--- src/rtl/expr_emitter.sv ---
// Emits an arithmetic expression (BCD operands joined by "+"/"*") as a handshaked ASCII stream.
// Define EXPR_TERM_EN to append a handshaked "=" terminator after the final operand.
module expr_emitter (
    input  logic        clk,
    input  logic        clr,
    input  logic        start,
    input  logic [3:0]  len,
    input  logic [31:0] digits,
    input  logic [6:0]  ops,
    input  logic        ready,
    output logic [7:0]  out,
    output logic        valid,
    output logic        busy,
    output logic        done,
    output logic        err,
    output logic [2:0]  dbg_state
);

`ifdef EXPR_TERM_EN
    typedef enum logic [2:0] {IDLE, DIGIT, OP, FIN, TERM} state_t;
`else
    typedef enum logic [2:0] {IDLE, DIGIT, OP, FIN} state_t;
`endif

    // Handshake: a character moves when valid and ready are both high at a rising
    // edge; out/valid hold their values until that happens.
    state_t      state_q, state_d;
    logic [2:0]  idx_q, idx_d;
    logic [3:0]  len_q, len_d;
    logic [31:0] digits_q, digits_d;
    logic [7:0]  ops_q, ops_d;
    logic [7:0]  out_q, out_d;
    logic        valid_q, valid_d;
    logic        busy_q, busy_d;
    logic        done_q, done_d;
    logic        err_q, err_d;

    logic        bad_operand;
    logic        last_operand;
    logic [2:0]  idx_next;
    logic [3:0]  next_digit;

    always_comb begin
        state_d     = state_q;
        idx_d       = idx_q;
        len_d       = len_q;
        digits_d    = digits_q;
        ops_d       = ops_q;
        out_d       = out_q;
        valid_d     = valid_q;
        busy_d      = busy_q;
        done_d      = 1'b0;
        err_d       = 1'b0;
        bad_operand = 1'b0;

        // Only operands that will actually be emitted must be valid BCD.
        for (int k = 0; k < 8; k++) begin
            if ((4'(k) < len) && (digits[4*k +: 4] > 4'd9)) begin
                bad_operand = 1'b1;
            end
        end

        last_operand = ({1'b0, idx_q} == (len_q - 4'd1));
        idx_next     = idx_q + 3'd1;
        next_digit   = digits_q[{idx_next, 2'b00} +: 4];

        case (state_q)
            IDLE: begin
                valid_d = 1'b0;
                busy_d  = 1'b0;
                if (start) begin
                    if ((len == 4'd0) || (len > 4'd8) || bad_operand) begin
                        err_d = 1'b1;
                    end else begin
                        state_d  = DIGIT;
                        idx_d    = 3'd0;
                        len_d    = len;
                        digits_d = digits;
                        ops_d    = {1'b0, ops};
                        out_d    = 8'h30 + {4'h0, digits[3:0]};
                        valid_d  = 1'b1;
                        busy_d   = 1'b1;
                    end
                end
            end
            DIGIT: begin
                if (ready) begin
                    if (last_operand) begin
`ifdef EXPR_TERM_EN
                        state_d = TERM;
                        out_d   = 8'h3D;
`else
                        state_d = FIN;
                        out_d   = 8'h00;
                        valid_d = 1'b0;
                        busy_d  = 1'b0;
                        done_d  = 1'b1;
`endif
                    end else begin
                        state_d = OP;
                        out_d   = ops_q[idx_q] ? 8'h2A : 8'h2B;
                    end
                end
            end
            OP: begin
                if (ready) begin
                    state_d = DIGIT;
                    idx_d   = idx_next;
                    out_d   = 8'h30 + {4'h0, next_digit};
                end
            end
`ifdef EXPR_TERM_EN
            TERM: begin
                if (ready) begin
                    state_d = FIN;
                    out_d   = 8'h00;
                    valid_d = 1'b0;
                    busy_d  = 1'b0;
                    done_d  = 1'b1;
                end
            end
`endif
            FIN: begin
                state_d = IDLE;
            end
            default: begin
                state_d = IDLE;
                valid_d = 1'b0;
                busy_d  = 1'b0;
            end
        endcase
    end

    always_ff @(posedge clk or posedge clr) begin
        if (clr) begin
            state_q  <= IDLE;
            idx_q    <= 3'd0;
            len_q    <= 4'd0;
            digits_q <= 32'd0;
            ops_q    <= 8'd0;
            out_q    <= 8'h00;
            valid_q  <= 1'b0;
            busy_q   <= 1'b0;
            done_q   <= 1'b0;
            err_q    <= 1'b0;
        end else begin
            state_q  <= state_d;
            idx_q    <= idx_d;
            len_q    <= len_d;
            digits_q <= digits_d;
            ops_q    <= ops_d;
            out_q    <= out_d;
            valid_q  <= valid_d;
            busy_q   <= busy_d;
            done_q   <= done_d;
            err_q    <= err_d;
        end
    end

    assign out       = out_q;
    assign valid     = valid_q;
    assign busy      = busy_q;
    assign done      = done_q;
    assign err       = err_q;
    assign dbg_state = state_q;

endmodule

--- config.mk ---
export PLATFORM = sky130hd
export DESIGN_NAME = expr_emitter
export DESIGN_NICKNAME = d
export VERILOG_FILES = /design/src/rtl/expr_emitter.sv
export SDC_FILE = /design/constraint.sdc
export NUM_CORES = 1
export LEC_CHECK = 0
export ABC_AREA = 1
export CORE_MARGIN = 2
export CORE_UTILIZATION = 58
export CTS_BUF_LIST = sky130_fd_sc_hd__clkbuf_4
export DETAILED_ROUTE_END_ITERATION = 8
export DONT_BUFFER_PORTS = 1
export HOLD_SLACK_MARGIN = 0.03
export PLACE_DENSITY_LB_ADDON = 0.3
export SYNTH_ARGS = -nofsm -noshare
export SYNTH_HDL_FRONTEND = slang
export SYNTH_SLANG_ARGS = --single-unit
--- constraint.sdc ---
create_clock -name clk -period 3.5 [get_ports clk]
set_input_delay 0.7 -clock clk [delete_from_list [all_inputs] [get_ports clk]]
set_output_delay 0.7 -clock clk [all_outputs]
set_load 0.05 [all_outputs]
# ---- After elaboration in Yosys (flattened, before gate mapping)
# Index checks and enable logic that the tools add are counted.
dict set report word_totals {
  register_bits 60
  latchBits 0
  ramBits 0
  mem_bits_ro 0
  in_bits 47
  out_inout_bits 15
  elab_cells 101
  memories 0
}
dict set report classes {
  n_addsub 4
  n_mul 0
  div 0
  magnitude_cmp 18
  eq_ne 9
  shift 1
  mux 38
  bitwise_logic 2
  n_reduce_logical 20
}
# operator n
set ops {}
lappend ops {{4-bit > comparator (second input constant)} 9}
lappend ops {{8-bit two-way mux} 4}
lappend ops {{32-bit by 6-bit variable part select with 4-bit output} 1}
lappend ops {{8-bit case mux with 3 select lines} 1}
lappend ops {{1-bit two-way mux} 21}
lappend ops {{3-bit two-way mux} 7}
lappend ops {{3-bit by 4-bit < comparator with 1-bit output (first input constant)} 4}
lappend ops {{6-bit by 4-bit adder with 7-bit output (first input constant)} 2}
lappend ops {{2-bit inequality test (second input constant)} 5}
lappend ops {{3-bit case mux with 3 select lines} 1}
lappend ops {{1-bit logical AND} 8}
lappend ops {{1-bit by 4-bit < comparator with 1-bit output (first input constant)} 2}
lappend ops {{2-bit by 4-bit < comparator with 1-bit output (first input constant)} 2}
lappend ops {{4-bit AND reduction} 2}
lappend ops {{3-bit by 2-bit equality test with 1-bit output (second input constant)} 2}
lappend ops {{6-bit two-way mux} 1}
lappend ops {{3-bit case mux with 2 select lines} 1}
lappend ops {{3-bit AND reduction} 2}
lappend ops {{5-bit AND reduction} 1}
lappend ops {{3-bit by 4-bit equality test with 1-bit output} 1}
lappend ops {{4-bit logical NOT} 1}
lappend ops {{3-bit by 4-bit < comparator with 1-bit output (second input constant)} 1}
lappend ops {{4-bit by 1-bit subtractor with 4-bit output (second input constant)} 1}
lappend ops {{3-bit by 1-bit adder with 3-bit output (second input constant)} 1}
lappend ops {{9 further kinds} 11}

# ---- Depth between registers and ports, before layout
# Gate-level depths: netlist (run 1).
dict set report depth {
  word_depth 14
  ltp_mapped 13
  ltp_nobuf 13
}

# ---- Worst setup path after synthesis (run 1)
# OpenSTA, ideal clock, no wires.
dict set report synth_timing {
  kind {flip-flop to flip-flop}
  startpoint {register state_q[1], in the netlist dbg_state[1]}
  endpoint {register out_q[0], in the netlist out[0]}
  setup_time_ps 128
  t_arrival_ps 1867
  required_ps 3372
  slack_ps 1505
  path_stages_with_launch 8
  n_path_buf 0
  period_less_slack_ps 1995
  path_cell_list {dfrtp_1 -> inv_1 -> ha_1 -> inv_1 -> a21oi_1 -> nand3_2 -> nand2_1 -> o21ai_0}
}
dict set report synth_between {
  elab_chain_len 3
  word_cells_on_any_way 10
  classes_between {eq/ne (6); mux (1); reduce/logical (3)}
}
# element line
set synth_lines {}
lappend synth_lines {{from (decl)} 27} ;# state_t state_q, state_d;
lappend synth_lines {{from (signal assigned)} 147} ;# state_q <= state_d;
lappend synth_lines {{3-bit by 1-bit equality test with 1-bit output, or another cell as far along} 67} ;# case (state_q)
lappend synth_lines {{2-bit inequality test (no line) or 3-bit nonzero test (tied branches)} --}
lappend synth_lines {{5-bit AND reduction (no line)} --}
lappend synth_lines {{to (signal assigned)} 152} ;# out_q <= out_d;
lappend synth_lines {{to (decl)} 32} ;# logic [7:0] out_q, out_d;
# Parallel ways exist; a longest one is shown, timed or not.
# A chain may end at the register's enable or synchronous reset.

# ---- Worst setup path in the final report (run 1)
dict set report layout_timing {
  startpoint {register state_q[1], in the netlist dbg_state[1]}
  endpoint {register digits_q[11]}
}
dict set report layout_between {
  elab_chain_len 2
}
# element line
set layout_lines {}
lappend layout_lines {{3-bit logical NOT} 67}
lappend layout_lines {{3-bit AND reduction (no line)} --}
lappend layout_lines {{to (signal assigned)} 150} ;# digits_q <= digits_d;
lappend layout_lines {{to (decl)} 30} ;# logic [31:0] digits_q, digits_d;
# Every way passes these cells.

==> qor.csv, run 1 <==
metric;value;unit
status;complete, no violations;
fin_util;60.9;%
cap_violations;0;
vias;2893;
rsz0062_at_grt;no;
start_util;59.6;%
clk_pin_slew_worst_paths;0.09;ns
power.density;821;nW/um2
rows;27;
yosys_register_bits;57;
clk_latency;0.40;ns
synth_compound_area_share;5.60;%
routabilityCongestion;0.957;
die_x;79.0;um
synth_mux_area_share;0;%
avgViaCountPerCell;5.41;
worst-r2r-cell-count;7;
io_pins;62;
pre_cts_ws;0.952;ns
slowest_stage;dfrtp_1;
grt.total_usage;26.5;%
synth_simple_gate_area_share;36.7;%
yosysUniqueCellTypes;27;
grt_overflow;0;
r2r_start;dbg_state[1]$_DFFE_PP0P_;
cts_buffer_depth;2;
fin_nets;516;
crit_type;reg -> reg;
first_iter_violations;195;
ant_nets;0;
antenna_found_initial;0;
r2r-end;digits_q[11]$_DFFE_PP0P_;
crit_required;3.78;ns
critical_path.top_delay_family;simple AND/OR/NAND/NOR gates;
hpwl;5400;um
report.power.total;2740;uW
end_kind;flop;
netlist.area_leader.share;43.7;%
syn_area;3260;um2
synth_edf_count;0;
hold_path_class;in -> async;
ctsResizeCount;0;
worstPathArrival;2.81;ns
maxSlewViolCount;0;
worstPathCellList;inv_1, ha_1, inv_1, nor2_2, nand2_2, nand2_1, o21ai_0;
clockRootBuffer;clkbuf_4;
synth.largest_area_cell;dfrtp_1;
ys_seq_area_share;43.7;%
numCtsBuffers;9;
avgSynthCellArea;6.98;um2
final_layout_size_suffix_gt1_share;4.54;%
grt_pass1_wl;12700;um
fin_crit_sh;72.2;%
placement.io_buffers;0;
tightest_slew;0.973;ns
final.setup.tns;0;ns
crit_fanout;59;
power.leakage;0.00186;uW
fp.coreArea;5470;um2
die_area;6240;um2
critPathBufInv;2;
grt_max_degree;60;
area_delta_synth_final;2.15;%
slew_headroom;34.9;%
period_needed;2.53;ns
synth_xor_area_share;0.537;%
grt_pass1_vias;2730;
ys.flop_type;dfrtp_1;
ir_drop;0.401;mV
critPathLaunchType;flop;
synthCells;468;
hold_violations;0;
cts_setup_buffers;0;
r2r_slack;0.97;ns
synth_adder_area_share;3.07;%
die-height;79.0;um
ys_top_cells_by_area;dfrtp_1, nand2_1, nand3_1, inv_1, o21ai_0;
synth_top_family_by_area;simple AND/OR/NAND/NOR gates;
first_pass_iters;5;
synth-async-reset-ratio;100;%
skew;0.0142;ns
drc;0;
cpMostUsedCell;inv_1;
synth_most_common_cell;nand2_1;
ctsHoldBuffers;0;
antenna_cells;0;
avgRoutedWirePerCell;14.0;um
tritoncts;built;
max_freq;0.396;GHz
ys_warn_count;0;
setup_violations;0;
cts.sink_count;57;
critPathMaxStageDelay;0.76;ns
ys_top_cells_by_count;nand2_1, nand3_1, dfrtp_1;
finalWorstSetupSlack;0.974;ns
finalWirelength;7500;um
h-tree-depth;3;
-- flip-flops by register name, summed over array words and instances, names as in the netlist --
name and count:
out 6, len_q 4, err 1, busy 1, dbg_state 2, digits_q 32, idx_q 3, done 1
ops_q 7
-- report_power, final --
part | total, uW | leakage (uW) | switching (uW) | internal, uW
Sequential | 1320 | 0.000749 | 380 | 937
Combinational | 1060 | 0.00106 | 682 | 382
Clock | 355 | 0.0000507 | 220 | 136
Total | 2740 | 0.00186 | 1280 | 1450
-- worst reg2reg max path: cells and delay by family (launching register included) --
family	cells	cell delay, ns
adder cells (fa/ha/maj)	1	0.28
AO/OA/AOI/OAI	1	0.12
buffers and inverters	2	0.33
flip-flops	1	0.76
AND/OR/NAND/NOR	3	0.92
-- per-layer routing --
layer | GRT usage, % | routed length (um)
met4 | 12.4 | 218
met3 | 7.27 | 495
met5 | 0 | 0
met2 | 40.9 | 3450
met1 | 34.8 | 3340
-- worst max-delay path by stage --
stage	slack, ns	start	endpoint	cells after the start
after floorplan	1.40	clr	busy$_DFFE_PP0P_	1
after global placement	1.03	idx_q[0]$_DFFE_PP0P_	busy$_DFFE_PP0P_	8
after detailed placement	0.95	digits[6]	digits_q[17]$_DFFE_PP0P_	7
after CTS	0.97	dbg_state[1]$_DFFE_PP0P_	digits_q[17]$_DFFE_PP0P_	6
after global routing	0.62	idx_q[0]$_DFFE_PP0P_	busy$_DFFE_PP0P_	8
final	0.97	dbg_state[1]$_DFFE_PP0P_	digits_q[11]$_DFFE_PP0P_	7
-- placed cells by master (no fill, tap or decap), types with 3 or more instances in the layout --
| cell | synthesis | routed |
|---|---|---|
| ha_1 | 8 | 8 |
| inv_1 | 54 | 53 |
| clkinv_1 | 0 | 3 |
| nor2_1 | 32 | 32 |
| nor2_2 | 3 | 3 |
| conb_1 | 1 | 3 |
| dfrtp_1 | 57 | 57 |
| clkbuf_4 | 0 | 10 |
| o21ai_0 | 30 | 30 |
| nand2_1 | 184 | 184 |
| nand3_1 | 61 | 61 |
-- per-stage QoR --
stage                     cells  area (um2)  hold WS, ns
after CTS                   535        3330        0.332
after global routing        535        3330        0.358
after global placement      522        3250        0.456
after detailed placement    522        3250        0.459
after floorplan             470        3270        0.437
final                       535        3330        0.322
-- cell type report --
class | instances | area, um2
flip-flops and latches | 57 | 1430
inverters | 55 | 206
clock inverters | 3 | 11.3
clock buffers | 10 | 75.1
well taps | 72 | 90.1
fillers | 548 | 2140
repair buffers | 2 | 15.0
multi-input cells | 336 | 1510
-- kinds of logic (layout without fill, tap and decap cells) --
logic type / Yosys count / after routing
AOI/OAI and AO/OA: 35 / 35
xor gates and xnor gates: 2 / 2
adders and majority gates: 8 / 8
buffers and inverters: 77 / 70
DFF: 57 / 57
other: 1 / 3
and+or+nand+nor: 288 / 288
Power figures use the tool's default switching activity.
==> inputs of run 2 (changes only) <==
Clock period 3.5 ns to 2.65 ns, I/O delays scaled along.
==> qor.csv, run 2 (same netlist as run 1, synthesis figures left out) <==
metric;value;unit;change
status;complete, no violations;;
drc;0;;unchanged
grt.total_usage;26.7;%;+0.19 points
avgViaCountPerCell;5.17;;-4.4%
crit_required;2.96;ns;-0.82 ns
maxSlewViolCount;0;;unchanged
hold_path_depth;2;;
routabilityCongestion;0.920;;-3.8%
post-place-cells;527;;+0.96%
cpMostUsedCell;nand2_1;;
r2r_slack;0.52;ns;-0.46 ns
power.leakage;0.00191;uW;+2.6%
fin_nets;522;;+1.2%
period_needed;2.13;ns;-0.393 ns
pre_cts_ws;0.548;ns;-0.405 ns
fin_crit_sh;80.5;%;+8.3 points
multi_input_area;1510;um2;unchanged
hpwl;5350;um;-0.99%
skew;0.0125;ns;-0.00166 ns
worst-r2r-cell-count;11;;+4
hold_violations;0;;unchanged
most-common-layout-cells;nand2_1, nand3_1, dfrtp_1, inv_1, nor2_1;;
io_pins;62;;unchanged
largest_reg_flops;32;;unchanged
die_area;6240;um2;unchanged
slowest_stage;dfrtp_1;;
rsz0062_at_grt;no;;
finalWirelength;7220;um;-3.8%
finalWorstSetupSlack;0.517;ns;-0.457 ns
vias;2807;;-3.0%
die-height;79.0;um;unchanged
clockRootBuffer;clkbuf_4;;
grt_overflow;0;;unchanged
largest_register;digits_q;;
numCtsBuffers;9;;unchanged
power.density;1100;nW/um2;+34%
avgRoutedWirePerCell;13.3;um;-5.2%
grt_max_degree;60;;unchanged
setup_violations;0;;unchanged
fp.coreArea;5470;um2;unchanged
hold_path_class;in -> reg;;
crit_type;reg -> reg;;
seqCellArea;1430;um2;unchanged
rows;27;;unchanged
clk_pin_slew_worst_paths;0.10;ns;about the same
max_freq;0.469;GHz;+18%
n_fill_cell;526;;-4.0%
finalNonFillerCells;543;;+1.5%
mostFrequentLayoutCell;nand2_1;;
worstPathCellList;ha_1, inv_1, nor2_1, o21ai_0, nand3_1, nand3_1, nand2_1, nand2_1, nand2_1, nand3_1, nand2_1;;
crit_fanout;23;;-61%
tritoncts;built;;
placement.io_buffers;0;;unchanged
antenna_cells;0;;unchanged
end_kind;flop;;
first_pass_iters;4;;-1
r2r_start;idx_q[0]$_DFFE_PP0P_;;
cts_buffer_depth;2;;unchanged
critPathMaxStageDelay;0.76;ns;about the same
antenna_found_initial;0;;unchanged
area_delta_synth_final;4.71;%;
die_x;79.0;um;unchanged
clk_latency;0.40;ns;about the same
start_util;59.6;%;unchanged
cts.sink_count;57;;unchanged
worstHoldEndpoint;done$_DFF_PP0_;;
ir_drop;0.453;mV;+13%
first_iter_violations;231;;+18%
tightest_slew;0.944;ns;-0.0290 ns
slew_headroom;37.1;%;+2.2 points
grt_pass1_wl;12900;um;+1.5%
cap_violations;0;;unchanged
holdCritStartpoint;ready;;
final_layout_size_suffix_gt1_share;6.16;%;+1.6 points
ant_nets;0;;unchanged
r2r-end;out[3]$_DFFE_PP0P_;;
h-tree-depth;3;;unchanged
critPathLaunchType;flop;;
grt_pass1_vias;2866;;+5.0%
worstPathArrival;2.44;ns;-0.37 ns
final.setup.tns;0;ns;unchanged
run 2: changes by cell type in the layout (fill, tap and decap cells not counted):
cell           change
clkinv_1           -1
dlygate4sd3_1      +1
buf_4              +5
bufinv_16          +1
clkinv_2           +2
run 2: worst max-delay path by stage:
stage                                        start                 end  slack (ns)  cells past startpoint
final                         idx_q[0]$_DFFE_PP0P_  out[3]$_DFFE_PP0P_        0.52                     11
after floorplan           dbg_state[1]$_DFFE_PP0P_  out[0]$_DFFE_PP0P_        0.66                      7
after CTS                     idx_q[0]$_DFFE_PP0P_  out[0]$_DFFE_PP0P_        0.54                     10
after global placement        idx_q[0]$_DFFE_PP0P_  out[3]$_DFFE_PP0P_        0.60                     11
after global routing          idx_q[0]$_DFFE_PP0P_  out[1]$_DFFE_PP0P_        0.20                     11
after detailed placement      idx_q[0]$_DFFE_PP0P_  out[3]$_DFFE_PP0P_        0.55                     11
run 2: stage by stage:
stage | power, uW | util [%] | hold WS (ns) | area [um2]
final | 3750 | 62.5 | 0.266 | 3420
after global routing | 4150 | 62.5 | 0.231 | 3420
after CTS | 3770 | 62.5 | 0.244 | 3420
after detailed placement | 3170 | 60.0 | 0.420 | 3290
after global placement | 3130 | 60.0 | 0.418 | 3290
after floorplan | 2810 | - | 0.437 | 3270
run 2: routing by layer:
metal | vias up | GRT usage [%] | wire length, um
li1 | 1441 | - | -
met1 | 1266 | 35.1 | 3330
met2 | 85 | 42.0 | 3330
met3 | 15 | 6.93 | 418
met4 | 0 | 11.4 | 141
met5 | - | 0 | 0
run 2: what timing repair did:
item / 4_1_cts / 5_1_grt
endpoints found under the hold margin: 17 / 0
buffers inserted: 0 / 0
hold buffers: 1 / 0
resized for setup: 0 / 0
run 2: final cells by class:
class                           count  area share [%]
Sequential cell                    57            41.7
Clock buffer                       10            2.20
Clock inverter                      5            1.39
Inverter                           55            6.04
Multi-Input combinational cell    336            44.2
Tap cell                           72            2.64
Timing Repair Buffer                8            1.83
run 2: power breakdown:
| group | total (uW) | switching (uW) | internal, uW |
|---|---|---|---|
| registers | 1690 | 448 | 1240 |
| logic | 1480 | 946 | 532 |
| clock network | 589 | 305 | 284 |
run 2: critical path, delay by kind of cell, from the launching register on:
family / cells / cell delay, ns
compound gates: 1 / 0.08
fa+ha+maj: 1 / 0.43
buf+inv: 1 / 0.23
flops: 1 / 0.76
simple gates: 8 / 0.54
==> inputs of run 3 (changes only) <==
Clock period 2.65 ns to 1.9 ns, I/O delays scaled along.
==> qor.csv, run 3 (same netlist as run 1, synthesis figures left out) <==
metric;value;unit;change
comb_power_share;43.2;%;+3.8 points
cts_buffer_depth;2;;unchanged
routabilityCongestion;0.907;;-1.5%
clk_pin_slew_worst_paths;0.09;ns;about the same
placement.io_buffers;0;;unchanged
worst-r2r-cell-count;13;;+2
status;complete, no violations;;
h-tree-depth;3;;unchanged
antenna_cells;0;;unchanged
final_layout_size_suffix_gt1_share;8.54;%;+2.4 points
worstSetupPathDepth;13;;+2
clkPwrFrac;13.0;%;-2.7 points
mostFrequentLayoutCell;nand2_1;;
die_x;79.0;um;unchanged
crit_fanout;4;;-83%
rsz0062_at_grt;no;;
cts.sink_count;57;;unchanged
pre_cts_ws;-0.00135;ns;-0.549 ns
max_freq;0.580;GHz;+24%
worstPathCellList;inv_1, ha_1, inv_1, nand2_1, nand2_1, nand2_1, nand3_1, o21ai_2, nand2_1, nand2_1, nand2_1, nand3_1, nand2_1;;
cap_violations;0;;unchanged
tightest_slew;0.530;ns;-0.414 ns
maxSlewViolCount;0;;unchanged
grt_pass1_vias;2920;;+1.9%
finalWorstSetupSlack;0.175;ns;-0.342 ns
io_pins;62;;unchanged
hold_violations;0;;unchanged
swShare;46.3;%;+1.0 points
start_util;59.6;%;unchanged
slowest_stage;dfrtp_1;;
die-height;79.0;um;unchanged
first_pass_iters;4;;unchanged
grt_overflow;0;;unchanged
grt_pass1_wl;12900;um;+0.59%
fin_nets;531;;+1.7%
cts_setup_buffers;0;;unchanged
die_area;6240;um2;unchanged
numCtsBuffers;9;;unchanged
first_iter_violations;206;;-11%
skew;0.00845;ns;-0.00409 ns
setup_violations;0;;unchanged
hold_path_class;in -> reg;;
clk_latency;0.39;ns;about the same
hpwl;5450;um;+1.9%
largest_reg_flops;32;;unchanged
fin_crit_sh;90.8;%;+10 points
fin_util;63.6;%;+1.1 points
avgRoutedWirePerCell;13.4;um;+0.90%
period_needed;1.72;ns;-0.408 ns
ant_nets;0;;unchanged
area_delta_synth_final;6.59;%;
critPathMaxStageDelay;0.41;ns;-0.35 ns
power.leakage;0.00195;uW;+1.9%
critical_path.top_delay_family;simple AND/OR/NAND/NOR gates;;
seqPwrFrac;43.8;%;-1.1 points
antenna_found_initial;0;;unchanged
n_fill_cell;493;;-6.3%
crit_type;reg -> reg;;
most-common-layout-cells;nand2_1, nand3_1, dfrtp_1, inv_1, nor2_1;;
drc;0;;unchanged
worstPathArrival;2.02;ns;-0.42 ns
critPathLaunchType;flop;;
clockRootBuffer;clkbuf_4;;
finalWirelength;7410;um;+2.6%
critPathBufInv;2;;+1
tritoncts;built;;
hold_path_depth;2;;unchanged
vias;2887;;+2.9%
avgViaCountPerCell;5.23;;+1.2%
ir_drop;0.701;mV;+55%
intPower;2800;uW;+36%
grt.total_usage;26.9;%;+0.17 points
crit_required;2.19;ns;-0.77 ns
slew_headroom;64.6;%;+28 points
largest_register;digits_q;;
end_kind;flop;;
fp.coreArea;5470;um2;unchanged
grt_max_degree;36;;-40%
rows;27;;unchanged
power.density;1500;nW/um2;+37%
switchingPower;2420;uW;+42%
cpMostUsedCell;nand2_1;;
[run 3: cell types whose count changed in the layout (fill, tap and decap cells not counted), sizes merged]
| cell | previous run | this run |
|---|---|---|
| clkbuf | 10 | 9 |
| buf | 7 | 16 |
| bufinv | 1 | 0 |
| clkinv | 4 | 6 |
[run 3: cell type report]
class	instances	area [um2]	share of cell area, %
clock buffer	9	67.6	1.94
tap	72	90.1	2.59
sequential	57	1430	41.1
inverter	55	206	5.93
multi-input combinational	336	1520	43.6
clock inverter	6	26.3	0.755
timing repair buffer	17	143	4.10
[run 3: per-stage QoR]
step,cells,hold WS (ns),instance area [um2],setup TNS [ns],power [uW]
after floorplan,470,0.437,3270,-0.00928,3930
after global placement,536,0.325,3370,0,4450
after detailed placement,536,0.333,3370,-0.00135,4530
after CTS,552,0.103,3470,0,5220
after global routing,552,0.100,3480,0,5750
final,552,0.117,3480,0,5220
[run 3: power by group through the flow]
| stage | clock network (uW) | logic [uW] | registers, uW |
|---|---|---|---|
| 3_3_place_gp | 0 | 2160 | 2290 |
| 6_report | 678 | 2250 | 2290 |
| 2_1_floorplan | 0 | 1630 | 2290 |
| 3_5_place_dp | 0 | 2220 | 2310 |
| 4_1_cts | 689 | 2240 | 2290 |
| 5_1_grt | 742 | 2650 | 2350 |
[run 3: timing repair]
item                                    4_1_cts  5_1_grt
endpoints found under the setup margin        4        5
gates resized for setup                       1        2
hold buffers                                  1        0
pin swaps                                     0        1
hold endpoints to repair                     22        0
[run 3: worst reg2reg max path: cells and delay by family (launching register included)]
family                     cells  cell delay (ns)
AOI/OAI and AO/OA              1             0.23
adders and majority gates      1             0.20
buffers and inverters          2             0.18
DFF                            1             0.41
and+or+nand+nor                9             0.61
[run 3: metal layers]
metal	global-route usage (%)	share of wire, %	vias to the layer above	wire (um)
met2	43.3	47	96	3450
met5	0	0	-	0
li1	-	-	1460	-
met3	4.43	5.7	20	419
met4	14.1	3.0	0	219
met1	34.9	45	1311	3320
[run 3: path summary, 6_finish.rpt]
path / start / to / slack [ns]
min: ready / done$_DFF_PP0_ / 0.12
max reg2reg: len_q[0]$_DFFE_PP0P_ / out[1]$_DFFE_PP0P_ / 0.18
min in group asynchronous: clr / ops_q[6]$_DFFE_PP0P_ / 0.47
max in group asynchronous: clr / digits_q[13]$_DFFE_PP0P_ / 0.86
min reg2reg: digits_q[6]$_DFFE_PP0P_ / digits_q[6]$_DFFE_PP0P_ / 0.48
max: len_q[0]$_DFFE_PP0P_ / out[1]$_DFFE_PP0P_ / 0.18
